[src/rtl/dmg_irq_ctrl.sv]
// DMG interrupt controller: IF/IE registers on the core bus, edge-detected
// peripheral requests, pending-and-enabled trigger vector and HALT/STOP wake.

module dmg_irq_bit (
  input  logic CLK,
  input  logic RESET_N,
  input  logic arm_i,
  input  logic src_i,
  input  logic ack_i,
  input  logic wr_i,
  input  logic wd_i,
  output logic flag_o
);
  logic src_prev_q, ack_prev_q, flag_q, flag_d, set, clr;

  assign set    = arm_i & src_i & ~src_prev_q;
  assign clr    = ack_i & ~ack_prev_q;
  // Source set beats ack clear, which beats the CPU write.
  assign flag_d = ((wr_i ? wd_i : flag_q) & ~clr) | set;

  always_ff @(posedge CLK or negedge RESET_N) begin
    if (!RESET_N) begin
      src_prev_q <= 1'b0;
      ack_prev_q <= 1'b0;
      flag_q     <= 1'b0;
    end else begin
      src_prev_q <= src_i;
      ack_prev_q <= ack_i;
      flag_q     <= flag_d;
    end
  end

  assign flag_o = flag_q;
endmodule

module dmg_irq_ctrl #(
  parameter logic [15:0] IF_ADDR = 16'hFF0F,
  parameter logic [15:0] IE_ADDR = 16'hFFFF,
  parameter int          NUM_SRC = 5
) (
  input  logic        CLK,
  input  logic        RESET_N,
  input  logic [15:0] A,
  input  logic [7:0]  D_IN,
  output logic [7:0]  D_OUT,
  output logic        D_OE,
  input  logic        RD,
  input  logic        WR,
  input  logic [7:0]  IRQ_SRC,
  output logic [7:0]  CPU_IRQ_TRIG,
  input  logic [7:0]  CPU_IRQ_ACK,
  output logic        WAKE
);
  localparam logic [7:0] IMPL = 8'((1 << NUM_SRC) - 1);

  logic       wr_prev_q, arm_q;
  logic [7:0] ie_q, ie_d, if_flags;
  logic       hit_if, hit_ie, wr_edge;
  logic       unused_hi;

  assign hit_if  = (A == IF_ADDR);
  assign hit_ie  = (A == IE_ADDR);
  assign wr_edge = WR & ~wr_prev_q;
  assign ie_d    = (wr_edge & hit_ie) ? D_IN : ie_q;

  // Sources are ignored for the first cycle out of reset, so that cycle only
  // primes the edge history and a line already high does not raise a request.
  generate
    for (genvar i = 0; i < 8; i++) begin : g_bit
      if (i < NUM_SRC) begin : g_impl
        dmg_irq_bit u_bit (
          .CLK    (CLK),
          .RESET_N(RESET_N),
          .arm_i  (arm_q),
          .src_i  (IRQ_SRC[i]),
          .ack_i  (CPU_IRQ_ACK[i]),
          .wr_i   (wr_edge & hit_if),
          .wd_i   (D_IN[i]),
          .flag_o (if_flags[i])
        );
      end else begin : g_tie
        assign if_flags[i] = 1'b0;
      end
    end
  endgenerate

  assign unused_hi = ^{IRQ_SRC, CPU_IRQ_ACK};

  always_ff @(posedge CLK or negedge RESET_N) begin
    if (!RESET_N) begin
      wr_prev_q <= 1'b0;
      arm_q     <= 1'b0;
      ie_q      <= 8'h00;
    end else begin
      wr_prev_q <= WR;
      arm_q     <= 1'b1;
      ie_q      <= ie_d;
    end
  end

  assign CPU_IRQ_TRIG = if_flags & ie_q;
  assign WAKE         = |CPU_IRQ_TRIG;
  assign D_OE         = RESET_N & RD & (hit_if | hit_ie);

  always_comb begin
    D_OUT = 8'h00;
    if (D_OE) D_OUT = hit_if ? (if_flags | ~IMPL) : ie_q;
  end
endmodule

[config.mk]
export PLATFORM = sky130hd
export DESIGN_NAME = dmg_irq_ctrl
export DESIGN_NICKNAME = d
export VERILOG_FILES = /design/src/rtl/dmg_irq_ctrl.sv
export SDC_FILE = /design/constraint.sdc
export NUM_CORES = 1
export LEC_CHECK = 0
export CAP_MARGIN = 15
export CORE_MARGIN = 3
export CORE_UTILIZATION = 42
export CTS_CLUSTER_DIAMETER = 40
export CTS_CLUSTER_SIZE = 30
export DETAILED_ROUTE_END_ITERATION = 7
export HOLD_SLACK_MARGIN = 0.12
export PLACE_DENSITY = 0.95
export SETUP_SLACK_MARGIN = 0.3
export SLEW_MARGIN = 20
export SYNTH_ARGS = -nofsm -noshare
export SYNTH_HDL_FRONTEND = slang
export SYNTH_SLANG_ARGS = --single-unit
[constraint.sdc]
create_clock -name CLK -period 2.7 [get_ports CLK]
set_input_delay 0.27 -clock CLK [delete_from_list [all_inputs] [get_ports CLK]]
set_output_delay 0.27 -clock CLK [all_outputs]
set_load 0.005 [all_outputs]
==> reports/metrics.yaml <==
p_int_mw: 0.511
cts_root_buf: "clkbuf_4"
yosysTopAreaCell: "dfrtp_1"
yosys.cell_count.top_type: "dfrtp_1"
ioPinCount: 62
switching_share: 0.237
ant_nets: 0
dpl-instance-area_um2: 1780
drive_gt1_frac: 0.187
clock_path_buffers: 2
yosysTopAreaCellShare: 0.516
ys_types: 25
comb_power_share: 0.156
netlist_top_cells_count: "dfrtp_1 (25), nor2_1 (16), nand2_1 (10), and4_1 (6), nand2b_1 (6)"
grt_pass1_vias: 1105
worstPathMaxFanout: 4
core-area_um2: 2610
overflow: 0
vias_per_cell: 5.30
grt_max_degree: 26
synth_compound_area_frac: 0.0330
fmax_mhz: 410
synth_xor_area_frac: 0
fp.dieW_um: 59.7
p_sw_mw: 0.159
slew_violations: 0
max-cap-violations: 0
min_path_type: "in -> async"
place.gp.congestion: 0.858
cp.required_ns: 2.43
synth_top_family_by_area: "simple AND/OR/NAND/NOR gates"
initial_core_util: 0.464
syn_avg_cell_area_um2: 11.0
final_cell_area_um2: 1940
yosys_warnings: 0
grt_antenna_before_repair: 0
p_clk_frac: 0.253
synthAdderAreaFrac: 0
irDropWorstVdd_v: 0.000516
clk_pin_slew_ns: 0.14
rsz0062_at_grt: "yes"
leakage_nw: 0.961
total_power_mw: 0.670
start_kind: "input port"
synth-async-reset-ratio: 1.00
grt_pass1_wl_um: 5230
row_count: 18
diodes: 0
drt-initial-drc-count: 42
ys.flop_type: "dfrtp_1"
synth-seq-area-share: 0.516
status: "completed"
cellPowerDensity_nw_per_um2: 346
io_buffers: 52
cts_num_sinks: 25
drc: 0
detailroute.via_count: 1123
period_needed_ns: 2.44
synthSimpleGateAreaFrac: 0.299
seqPwrFrac: 0.591
grt_use_total: 0.201
dieArea_um2: 3570
htreeDepth: 1
fin_setup_tns_ns: 0
cp.arrival_ns: 2.17
timing.final.crit_share: 0.903
dp_hpwl_um: 2630
syn2layout_area_growth_pct: 59.6
synth_edf_count: 0
first_pass_iters: 4
nNetsFinal: 227
fin_skew_ns: 0.00683
wl_per_cell_um: 16.9
hold_viol_final: 0
ys_ff_latch: 25
dieHeight_um: 59.7
fill_cells: 170
syn_inst: 110
clk_latency_ns: 0.32
postRouteWirelength_um: 3590
synthMuxAreaShare: 0.116
worstSetupPathType: "in -> out"
syn_area_um2: 1210
setup_viol: 0
critPathCaptureType: "output port"
synthTopCellsByArea: "dfrtp_1 (52%), nor2_1 (5.0%), mux2_1 (4.6%)"
numCtsBuffers: 3
tritoncts: "done"
worst paths after layout:
check	to	cells after the start	from	slack (ns)
max in group asynchronous	g_bit[0].g_impl.u_bit.flag_o$_DFF_PN0_	2	RESET_N	2.06
worst max register to register	ie_q[2]$_DFFE_PN0P_	5	wr_prev_q$_DFF_PN0_	1.21
worst min-delay path	ie_q[3]$_DFFE_PN0P_	2	RESET_N	0.39
worst max-delay path	D_OUT[1]	7	A[15]	0.26
worst min register to register	ie_q[5]$_DFFE_PN0P_	1	ie_q[5]$_DFFE_PN0P_	0.53
min in group CLK	g_bit[1].g_impl.u_bit.src_prev_q$_DFF_PN0_	1	IRQ_SRC[1]	0.40
kinds of logic after synthesis:
family / Yosys count
DFF: 25
muxes: 13
buffers and inverters: 6
other: 2
AOI/OAI and AO/OA: 6
and+or+nand+nor: 58
timing repair:
action,CTS,global route
endpoints found under the hold margin,0,0
pin swaps,4,4
setup endpoints to repair,9,9
setup buffers,4,10
resized for setup,8,8
hold buffers,0,0
registers in the layout, indices dropped and copies added (netlist names):
name	cells
g_bit.g_impl.u_bit.flag_o	5
ie_q	8
wr_prev_q	1
g_bit.g_impl.u_bit.src_prev_q	5
g_bit.g_impl.u_bit.ack_prev_q	5
arm_q	1
area by class of cell:
cell class,instances,area [µm²],share of cell area
Multi-Input combinational cell,81,569,0.294
Sequential cell,25,626,0.323
Inverter,1,3.75,0.00194
Timing Repair Buffer,71,673,0.348
Clock buffer,4,26.3,0.0136
Tap cell,30,37.5,0.0194
per-layer routing:
| layer | wire length (µm) | global-route usage |
|---|---|---|
| met3 | 245 | 0.0562 |
| met4 | 19 | 0.0222 |
| met1 | 1310 | 0.219 |
| met5 | 0 | 0 |
| met2 | 2010 | 0.392 |
critical path, cell delays in order:
cell and delay [ns]:
clkdlybuf4s50_1 0.48, nand4_1 0.23, nor4b_4 0.33, buf_6 0.15, mux2i_1 0.07, nor2_1 0.11
clkdlybuf4s50_1 0.51
layout by cell type, fill, tap and decap left out, drive strengths merged:
cell type / instances
nand2b: 6
or3: 5
nor3: 1
clkdlybuf4s50: 42
dlymetal6s2s: 5
dfrtp: 25
or4: 1
conb: 4
dlygate4sd2: 4
clkbuf: 5
o2111ai: 1
mux2i: 5
nor4b: 1
inv: 1
and2: 5
or2: 1
nor4: 2
o22ai: 5
buf: 19
nand2: 11
nand4: 3
and4: 6
nor2: 16
mux2: 8
per-stage QoR:
stage | std cells | utilization | setup slack, ns | hold slack, ns
finish | 212 | 0.741 | 0.262 | 0.389
global route | 212 | 0.741 | 0.174 | 0.381
CTS | 202 | 0.707 | 0.233 | 0.390
detailed placement | 194 | 0.682 | -0.0151 | 0.497
global placement | 194 | 0.682 | 0.0479 | 0.475
floorplan | 112 | - | 1.13 | -0.0256
power by group through the flow:
stage / logic [mW] / registers, mW / clock network (mW)
after floorplan: 0.0286 / 0.400 / 0
after global placement: 0.0948 / 0.402 / 0
after detailed placement: 0.0996 / 0.403 / 0
after CTS: 0.0997 / 0.396 / 0.170
after global routing: 0.113 / 0.397 / 0.190
final: 0.104 / 0.396 / 0.170
Power figures use the tool's default switching activity.
